**src/rtl/ram_fifo_pkg.sv**
```systemverilog
// ram_fifo_pkg
//   Shared constants for the RAM-backed FIFO controller: address/data widths
//   of the 256x16 dual-port RAM, the entry count and the occupancy counter
//   width. Also holds the per-cycle acceptance struct used inside the
//   controller.
package ram_fifo_pkg;

  localparam int ADDR_W = 8;
  localparam int DATA_W = 16;
  localparam int DEPTH  = 1 << ADDR_W;
  localparam int CNT_W  = ADDR_W + 1;

  // Which requests were accepted this cycle.
  typedef struct packed {
    logic push_acc;
    logic pop_acc;
  } fifo_acc_t;

endpackage : ram_fifo_pkg

```
**src/rtl/ram_fifo_ptr.sv**
```systemverilog
// ram_fifo_ptr
//   Wrapping ADDR_W-bit pointer. Advances by one on each clock where inc is
//   high and wraps from 2**ADDR_W-1 to 0 through natural overflow.
// Ports:
//   clk  in   clock
//   rst  in   synchronous active-high reset, pointer -> 0
//   inc  in   advance the pointer on this edge
//   ptr  out  current pointer value
module ram_fifo_ptr #(
  parameter int ADDR_W = ram_fifo_pkg::ADDR_W
) (
  input  logic              clk,
  input  logic              rst,
  input  logic              inc,
  output logic [ADDR_W-1:0] ptr
);

  always_ff @(posedge clk) begin
    if (rst) begin
      ptr <= '0;
    end else if (inc) begin
      ptr <= ptr + ADDR_W'(1);
    end
  end

endmodule : ram_fifo_ptr

```
**src/rtl/ram_fifo_ctrl.sv**
```systemverilog
// ram_fifo_ctrl
//   Pointer and flag controller that turns a 256x16 dual-port RAM with a
//   registered read port into a synchronous FIFO. Drives the RAM write port
//   and read address; the consumer takes data from the RAM dout in the cycle
//   pop_valid is high.
//
// Request semantics (no ready/valid pair on the push/pop side):
//   push is accepted on an edge when push is high and the registered full
//   flag is low; pop is accepted when pop is high and the registered empty
//   flag is low. A rejected request is dropped (and recorded in the sticky
//   overflow/underflow flags), never held. An accepted pop yields pop_valid
//   one cycle later, with the popped word on the RAM dout in that same cycle.
//
// Ports:
//   clk, rst        clock, synchronous active-high reset (shared with RAM)
//   push, push_data write request and data
//   pop             read request
//   full, empty     registered, count == DEPTH / count == 0
//   almost_full     registered, count >= AFULL_THRESH
//   almost_empty    registered, count <= AEMPTY_THRESH
//   count           registered occupancy 0..DEPTH
//   pop_valid       RAM dout holds popped data this cycle
//   overflow        sticky, push while full
//   underflow       sticky, pop while empty
//   ram_w_addr, ram_wr, ram_din  RAM write port
//   ram_r_addr      RAM read address (read pointer)
module ram_fifo_ctrl #(
  parameter int ADDR_W        = ram_fifo_pkg::ADDR_W,
  parameter int DATA_W        = ram_fifo_pkg::DATA_W,
  parameter int AFULL_THRESH  = 240,
  parameter int AEMPTY_THRESH = 16
) (
  input  logic              clk,
  input  logic              rst,
  input  logic              push,
  input  logic [DATA_W-1:0] push_data,
  input  logic              pop,
  output logic              full,
  output logic              empty,
  output logic              almost_full,
  output logic              almost_empty,
  output logic [ADDR_W:0]   count,
  output logic              pop_valid,
  output logic              overflow,
  output logic              underflow,
  output logic [ADDR_W-1:0] ram_w_addr,
  output logic              ram_wr,
  output logic [DATA_W-1:0] ram_din,
  output logic [ADDR_W-1:0] ram_r_addr
);

  import ram_fifo_pkg::*;

  localparam int FDEPTH = 1 << ADDR_W;
  localparam int FCNT_W = ADDR_W + 1;

  fifo_acc_t         acc;
  logic [ADDR_W-1:0] wr_ptr;
  logic [ADDR_W-1:0] rd_ptr;
  logic [ADDR_W:0]   count_next;

  // Acceptance uses only registered flags, so pop never reaches push
  // acceptance combinationally and there is no empty-FIFO bypass.
  always_comb begin
    acc          = '0;
    acc.push_acc = push & ~full;
    acc.pop_acc  = pop & ~empty;
  end

  ram_fifo_ptr #(.ADDR_W(ADDR_W)) u_wr_ptr (
    .clk (clk),
    .rst (rst),
    .inc (acc.push_acc),
    .ptr (wr_ptr)
  );

  ram_fifo_ptr #(.ADDR_W(ADDR_W)) u_rd_ptr (
    .clk (clk),
    .rst (rst),
    .inc (acc.pop_acc),
    .ptr (rd_ptr)
  );

  // Simultaneous accepted push and pop leave the occupancy unchanged.
  always_comb begin
    count_next = count;
    if (acc.push_acc && !acc.pop_acc) begin
      count_next = count + FCNT_W'(1);
    end else if (acc.pop_acc && !acc.push_acc) begin
      count_next = count - FCNT_W'(1);
    end
  end

  // Flags are computed from count_next so they change on the same edge as
  // count. full/empty never compare pointers, which alias at 0 and DEPTH.
  always_ff @(posedge clk) begin
    if (rst) begin
      count        <= '0;
      empty        <= 1'b1;
      full         <= 1'b0;
      almost_empty <= 1'b1;
      almost_full  <= 1'b0;
      pop_valid    <= 1'b0;
      overflow     <= 1'b0;
      underflow    <= 1'b0;
    end else begin
      count        <= count_next;
      empty        <= (count_next == '0);
      full         <= (count_next == FCNT_W'(FDEPTH));
      almost_empty <= (count_next <= FCNT_W'(AEMPTY_THRESH));
      almost_full  <= (count_next >= FCNT_W'(AFULL_THRESH));
      // The RAM registers mem[rd_ptr] on the same edge rd_ptr advances, so
      // a single flop aligns pop_valid with its data.
      pop_valid    <= acc.pop_acc;
      overflow     <= overflow  | (push & full);
      underflow    <= underflow | (pop & empty);
    end
  end

  assign ram_w_addr = wr_ptr;
  assign ram_wr     = acc.push_acc;
  assign ram_din    = push_data;
  assign ram_r_addr = rd_ptr;

endmodule : ram_fifo_ctrl
```
**config.mk**
```make
export PLATFORM = sky130hd
export DESIGN_NAME = ram_fifo_ctrl
export DESIGN_NICKNAME = d
export VERILOG_FILES = /design/src/rtl/ram_fifo_pkg.sv /design/src/rtl/ram_fifo_ptr.sv /design/src/rtl/ram_fifo_ctrl.sv
export SDC_FILE = /design/constraint.sdc
export NUM_CORES = 1
export LEC_CHECK = 0
export BUFFER_PORTS_ARGS = -buffer_cell sky130_fd_sc_hd__buf_2
export CELL_PAD_IN_SITES_DETAIL_PLACEMENT = 1
export CELL_PAD_IN_SITES_GLOBAL_PLACEMENT = 1
export CORE_MARGIN = 1
export CORE_UTILIZATION = 25
export CTS_CLUSTER_SIZE = 20
export DETAILED_ROUTE_END_ITERATION = 10
export GPL_TIMING_DRIVEN = 0
export PLACE_DENSITY = 0.56
export SLEW_MARGIN = 20
export SYNTH_ARGS = -nofsm -noshare
export SYNTH_HDL_FRONTEND = slang
export SYNTH_HIERARCHICAL = 1
export SYNTH_SLANG_ARGS = --single-unit
```
**constraint.sdc**
```tcl
create_clock -name clk -period 5.83 [get_ports clk]
set_input_delay 1.166 -clock clk [delete_from_list [all_inputs] [get_ports clk]]
set_output_delay 1.166 -clock clk [all_outputs]
set_load 0.005 [all_outputs]
```
# Yosys cells after proc, flatten, opt, wreduce, memory -nomap -nowiden
# Index checks and enable logic that the tools add are counted.
op_classes:
  n_addsub: 4
  order_cmp: 2
  n_eq_ne: 1
  mux: 2
  bitwise: 8
  n_reduce_logical: 5
ops:
  columns: ["operator", "count"]
  rows:
  - ["$mux 9", 2]
  - ["$add 8x1->8 const B", 2]
  - ["$add 9x1->9 const B", 1]
  - ["$eq 9x9->1 const B", 1]
  - ["$ge 9x8->1 const B", 1]
  - ["$le 9x5->1 const B", 1]
  - ["$logic_not 9->1", 1]
  - ["$sub 9x1->9 const B", 1]
  - ["$and 1x1->1", 4]
  - ["$logic_and 1x1->1", 2]
  - ["$logic_not 1->1", 2]
  - ["$not 1->1", 2]
  - ["$or 1x1->1", 2]
totals:
  register_bits: 32
  in_bits: 20
  output_inout_bits: 49
  wordCells: 32

# Depth between registers and ports, before layout
# Gate-level depths: netlist of run 1.
logic_depth:
  ltp_word: 7
  ltp_mapped: 9
  depth_no_buf: 8

# Hierarchy
# The synthesis of run 1 kept the hierarchy.
by_module_without_submodules:
  columns: ["module", "n_inst", "cells_each", "area_each_um2", "seq_area_each_um2"]
  rows:
  - ["ram_fifo_ctrl", 1, 132, 1129.8, 320.3]
  - ["ram_fifo_ptr", 2, 37, 339.1, 160.2]

# Worst setup path after synthesis of run 1
# OpenSTA, ideal clock, no wires.
synth_timing:
  path_kind: "input -> register"
  start: "input port pop"
  end: "register empty"
  setup_ns: 0.115
  arrival_time_ns: 2.785
  required_ns: 5.715
  slack_ns: 2.929
  stages: 8
  path_buffers: 1
  path_cell_list: "nand2b_1 -> buf_4 -> inv_2 -> or3_4 -> a22oi_4 -> mux2_4 -> a221o_1 -> a31o_1"
synth_between:
  elab_chain_cells: 5
  elab_cells_between_ends: 7
  cone_classes: "mux: 2; bitwise: 1; reduce/logical: 4"
synth_lines:
  columns: ["element", "line", "source"]
  rows:
  - ["start, declared", "ram_fifo_ctrl.sv:37", "input logic pop,"]
  - ["$and 1x1->1 (*)", "ram_fifo_ctrl.sv:67", "acc.pop_acc = pop & ~empty;"]
  - ["$logic_and 1x1->1 or $logic_not 1->1 (tied branches)", "ram_fifo_ctrl.sv:89, ram_fifo_ctrl.sv:87", null]
  - ["$mux 9 or $logic_and 1x1->1 (tied branches)", "ram_fifo_ctrl.sv:89, ram_fifo_ctrl.sv:87", null]
  - ["$mux 9 (*)", "ram_fifo_ctrl.sv:87", "if (acc.push_acc && !acc.pop_acc) begin"]
  - ["$logic_not 9->1 (*)", "ram_fifo_ctrl.sv:108", "empty <= (count_next == '0);"]
  - ["end signal, assigned", "ram_fifo_ctrl.sv:108", null]
  - ["end, declared", "ram_fifo_ctrl.sv:39", "output logic empty,"]
# Every way passes the cells marked *; elsewhere a longest branch is shown, timed or not.
# A chain may end at the register's enable or synchronous reset.

# Worst setup path in the final report of run 1
layout_timing:
  start: "input port push"
  end: "output port ram_wr"
layout_between:
  elab_chain_cells: 1
layout_lines:
  columns: ["element", "line", "source"]
  rows:
  - ["start, declared", "ram_fifo_ctrl.sv:35", "input logic push,"]
  - ["$and 1x1->1", "ram_fifo_ctrl.sv:66", "acc.push_acc = push & ~full;"]
  - ["end, declared", "ram_fifo_ctrl.sv:47", "output logic ram_wr,"]
# Every way passes these cells.

==> flow_summary.ini, run 1 <==
[run_status]
status = complete, no violations

[min_path]
worstHoldStart = overflow$_SDFF_PP0_
hold_class = flip-flop to flip-flop

[setup_path]
worstPathCellList = buf_2, nand2b_1, buf_6, inv_2, buf_2
crit_top_cell = buf_2
path_max_fanout = 10
required_ns = 4.66
worstSetupEndpointType = output pin
critPathMaxStageDelay_ns = 0.17
slowest_stage = inv_2
cp_num_buf_inv = 4
worst_setup_path_start_kind = input port
crit_family = buffers and inverters
criticalPathCategory = input port to output pin
crit_arrival_ns = 1.81
crit_start = push
r2r-start = count[0]$_SDFF_PP0_

[job]
max_cap_violations = 0

[clock_tree]
cts_made_buffers = 5
clk_pin_slew_ns = 0.07
cts_root_buffer = clkbuf_8
clockBufferDepth = 2
cts_tree = yes
postCtsSetupRepairBufs = 0
cts_htree_levels = 2
cts-resized-gates = 0
cts_sinks = 32
postCtsHoldBufs = 0
clk-insertion-delay-late_ns = 0.28

[synthesis]
synthesis.nets = 230
async_flop_share_pct = 0
ys_types = 46
synth.most_common_cell = dfxtp_1
synth_flop_cell = dfxtp_1
synth.area.top_cells = dfxtp_1 35%, buf_4 7.9%, nor2_1 4.8%, xor2_1 4.4%, a21oi_1 3.0%
netlist_instances = 206
yosysWarnings = 6
avgSynthCellArea_um2 = 8.78
yosysTopAreaCell = dfxtp_1
synth_edf_count = 0
synth_top_area_share_pct = 35.4
ys_seq_area_share_pct = 35.4
netlist_area_um2 = 1810
ys_ff_latch = 32
synthTopCellsByCount = 32 x dfxtp_1, 23 x nor2_1, 19 x buf_4

[cells_and_area]
multi_input_area_um2 = 953
drive_gt1_share_pct = 36.5
num-nets-final = 289
final-seq-area_um2 = 641
antenna_cells = 0
fin_cells = 362
syn2layout_area_growth_pct = 27.2
finish.instance_area_um2 = 2300
nFillCells = 882

[drt]
via_per_inst = 4.61
drc = 0
avgRoutedWirePerCell_um = 12.6
dr_total_vias = 1668
drt_iter0_drc = 42
wirelength_um = 4550
drt-pass1-iter-count = 4
antenna_left = 0

[grt]
grt_max_degree = 12
grt_pass1_wl_um = 7690
grt_usage_pct = 13.0
grt_pass1_vias = 1612
grt_overflow = 0
antenna_found_initial = 0

[sta]
max_slew_margin_pct = 60.3
period_needed_ns = 2.97
fin_setup_tns_ns = 0
fin_crit_sh_pct = 51.0
hold_viol_final = 0
rsz0062_at_grt = no
setup_viol = 0
worst_slew_pin_slew_ns = 0.595
finClkSkew_ns = 0.00473
slew_viol_final = 0
hold_ws_ns = 0.466
max_freq_ghz = 0.336

[placement]
portBuffers = 52
place_inst = 354
hpwl_um = 3450
globalplace.congestion = 0.766
placed_area_um2 = 2190

[power]
irDropWorstVdd_mv = 0.107
leakage_nw = 1.01
p_per_area_nw_per_um2 = 280

[die]
die_w_um = 87.0
dieArea_um2 = 7580
rows = 30
die_h_um = 87.0
io-pin-count = 69
start_util_pct = 26.2
core_area_um2 = 6910
[metrics by stage]
stage	setup slack, ns	utilization (%)	power [mW]
after global routing	2.80	33.3	0.689
after detailed placement	2.65	31.7	0.438
after global placement	2.65	31.7	0.436
after floorplan	2.93	-	0.382
after CTS	2.86	33.3	0.657
final	2.86	33.3	0.643
[path summary, 6_finish.rpt]
check	endpoint	slack (ns)	cells after the start
min	overflow$_SDFF_PP0_	0.47	2
max reg2reg	empty$_SDFF_PP1_	3.50	8
min reg2reg	overflow$_SDFF_PP0_	0.47	2
max	ram_wr	2.86	5
[where the power goes]
group          internal [mW]  switching (mW)
combinational         0.0819          0.0900
sequential             0.237          0.0215
clock                  0.126          0.0857
[cell families (layout without fill, tap and decap cells)]
logic type / count (synthesis) / in the layout / synth area share [%]
adders and majority gates: 4 / 4 / 2.77
muxes: 4 / 4 / 2.49
xor gates and xnor gates: 13 / 13 / 6.30
DFF: 32 / 32 / 35.4
buffers and inverters: 34 / 94 / 11.8
and+or+nand+nor: 81 / 81 / 25.1
AOI/OAI and AO/OA: 38 / 38 / 16.1
[sequential cells by signal, summed over array words and instances, names as in the netlist]
signal        cells
almost_full       1
u_rd_ptr/ptr      8
full              1
pop_valid         1
almost_empty      1
u_wr_ptr/ptr      8
underflow         1
overflow          1
count             9
empty             1
[placed cells by master, fill, tap and decap left out, types with 3 or more instances in the layout]
master / instances
mux2i_1: 3
dfxtp_1: 32
xnor2_1: 4
nand3_1: 6
nor2_1: 23
buf_4: 19
or3_1: 8
nand2_1: 9
o21ai_0: 10
nor4_1: 4
a21oi_1: 11
inv_1: 5
buf_2: 52
nor3_1: 6
xor2_1: 9
clkbuf_1: 4
nand4_1: 7
clkbuf_8: 5
ha_1: 4
and2_1: 3
[worst reg2reg max path, cell delays in order (launching register included)]
cell and delay [ns]:
dfxtp_1 0.37, inv_1 0.13, ha_1 0.20, or3b_1 0.39
nor4_2 0.29, nor4_1 0.08, mux2_4 0.29, a221o_1 0.28
a31o_1 0.18
[per-layer routing]
layer | vias up | track usage (%) | wire (um)
met5 | - | 0 | 0
met4 | 0 | 4.55 | 80
met3 | 7 | 2.94 | 221
met2 | 45 | 21.0 | 2070
met1 | 780 | 16.9 | 2180
li1 | 836 | - | -
[cell type report]
cell class | count | share of cell area [%]
clock buffers | 5 | 2.99
inverters | 7 | 1.14
multi-input cells | 140 | 41.5
plain buffers | 27 | 8.16
well taps | 96 | 5.22
repair buffers | 52 | 11.3
clock inverters | 3 | 1.85
flip-flops and latches | 32 | 27.9
(Power assumes the default switching activity.)
==> run 2: changes to the inputs <==
Settings changed: PLACE_DENSITY 0.56 to 0.58.
Clock period 5.83 ns to 2.55 ns, I/O delays scaled along.
==> flow_summary.ini, run 2 (synthesis gave the netlist of run 1 again) <==
[clock_tree]
cts-resized-gates = 0
clockBufferDepth = 2
cts_sinks = 32
cts_tree = yes
cts_made_buffers = 5
cts_htree_levels = 2
clk-insertion-delay-late_ns = 0.29
cts_root_buffer = clkbuf_8
postCtsHoldBufs = 0
postCtsSetupRepairBufs = 0
clk_pin_slew_ns = 0.07

[power]
combPwrFrac_pct = 26.8
leakage_nw = 1.01
p_seq_share_pct = 40.1
p_sw_share_pct = 30.7
power_switching_uw = 451
intPower_mw = 1.02
finalPower_mw = 1.47
irDropWorstVdd_mv = 0.221
clkPwrFrac_pct = 33.1
p_per_area_nw_per_um2 = 641

[cells_and_area]
top_register = count
final_cell_mix = 52 x buf_2, 32 x dfxtp_1, 23 x nor2_1
multi_input_area_um2 = 953
drive_gt1_share_pct = 36.1
nFillCells = 876
layout_commonest_cell = buf_2
final-seq-area_um2 = 641
antenna_cells = 0
top_regs = count x9, u_rd_ptr/ptr x8, u_wr_ptr/ptr x8
num-nets-final = 289
syn2layout_area_growth_pct = 27.0
largest_register_ffs = 9

[drt]
drt_iter0_drc = 55
via_per_inst = 4.73
antenna_left = 0
drc = 0
drt-pass1-iter-count = 4
avgRoutedWirePerCell_um = 12.9
dr_total_vias = 1713
wirelength_um = 4660

[placement]
globalplace.congestion = 0.762
hpwl_um = 3460
portBuffers = 52

[die]
io-pin-count = 69
core_area_um2 = 6910
die_w_um = 87.0
rows = 30
die_h_um = 87.0
dieArea_um2 = 7580
start_util_pct = 26.2

[setup_path]
path_max_fanout = 7
worstSetupEndpointType = flip-flop
criticalPathCategory = flip-flop to flip-flop
required_ns = 2.74
crit_arrival_ns = 2.54
worst_setup_path_start_kind = flip-flop

[grt]
grt_overflow = 0
grt_pass1_vias = 1578
antenna_found_initial = 0
grt_max_degree = 11
grt_pass1_wl_um = 7670
grt_usage_pct = 13.2

[run_status]
status = complete, no violations

[sta]
period_needed_ns = 2.35
setup_viol = 0
slew_viol_final = 0
worst_slew_pin_slew_ns = 0.665
fin_crit_sh_pct = 92.0
max_freq_ghz = 0.426
finClkSkew_ns = 0.00963
rsz0062_at_grt = no
fin_setup_tns_ns = 0
max_slew_margin_pct = 55.7
hold_viol_final = 0

[job]
max_cap_violations = 0

[min_path]
hold_class = flip-flop to flip-flop
## run 2: power groups by stage
stage | Clock, mW | Combinational, mW | Sequential (mW)
2_1_floorplan | 0 | 0.276 | 0.597
6_report | 0.487 | 0.394 | 0.590
4_1_cts | 0.512 | 0.399 | 0.591
3_3_place_gp | 0 | 0.391 | 0.603
3_5_place_dp | 0 | 0.396 | 0.603
5_1_grt | 0.534 | 0.439 | 0.599
## run 2: routing by layer
layer  GRT usage, %  up-vias  part of all wire, %
met1           17.4      833                   48
met3           4.27        5                  5.3
met4           5.45        0                  1.4
li1               -      834                    -
met2           20.0       41                   45
met5              0        -                    0
## run 2: path summary, 6_finish.rpt
check        slack, ns                   to  depth (start not counted)           startpoint
min reg2reg       0.47  overflow$_SDFF_PP0_                          2  overflow$_SDFF_PP0_
min               0.47  overflow$_SDFF_PP0_                          2  overflow$_SDFF_PP0_
max               0.20     empty$_SDFF_PP1_                          8  count[0]$_SDFF_PP0_
max reg2reg       0.20     empty$_SDFF_PP1_                          8  count[0]$_SDFF_PP0_
## run 2: layout make-up
type	count	area share (%)
Buffer	27	8.17
Clock buffer	6	3.16
Clock inverter	2	1.53
Inverter	7	1.14
Multi-Input combinational cell	140	41.5
Sequential cell	32	27.9
Tap cell	96	5.23
Timing Repair Buffer	52	11.3
## run 2: through the flow
step / hold slack [ns] / util (%) / std cells / cell area, um2 / setup slack (ns)
floorplan: 0.460 / - / 206 / 1810 / 0.305
global placement: 0.455 / 31.7 / 354 / 2190 / 0.0276
detailed placement: 0.459 / 31.7 / 354 / 2190 / 0.0174
CTS: 0.474 / 33.2 / 362 / 2300 / 0.200
global route: 0.514 / 33.2 / 362 / 2300 / 0.102
finish: 0.470 / 33.2 / 362 / 2300 / 0.204
## run 2: worst max-delay path: stages, from the launching register on
cell and delay, ns:
dfxtp_1 0.37, inv_1 0.14, ha_1 0.20, or3b_1 0.39, nor4_2 0.30, nor4_1 0.08
mux2_4 0.29, a221o_1 0.29, a31o_1 0.18
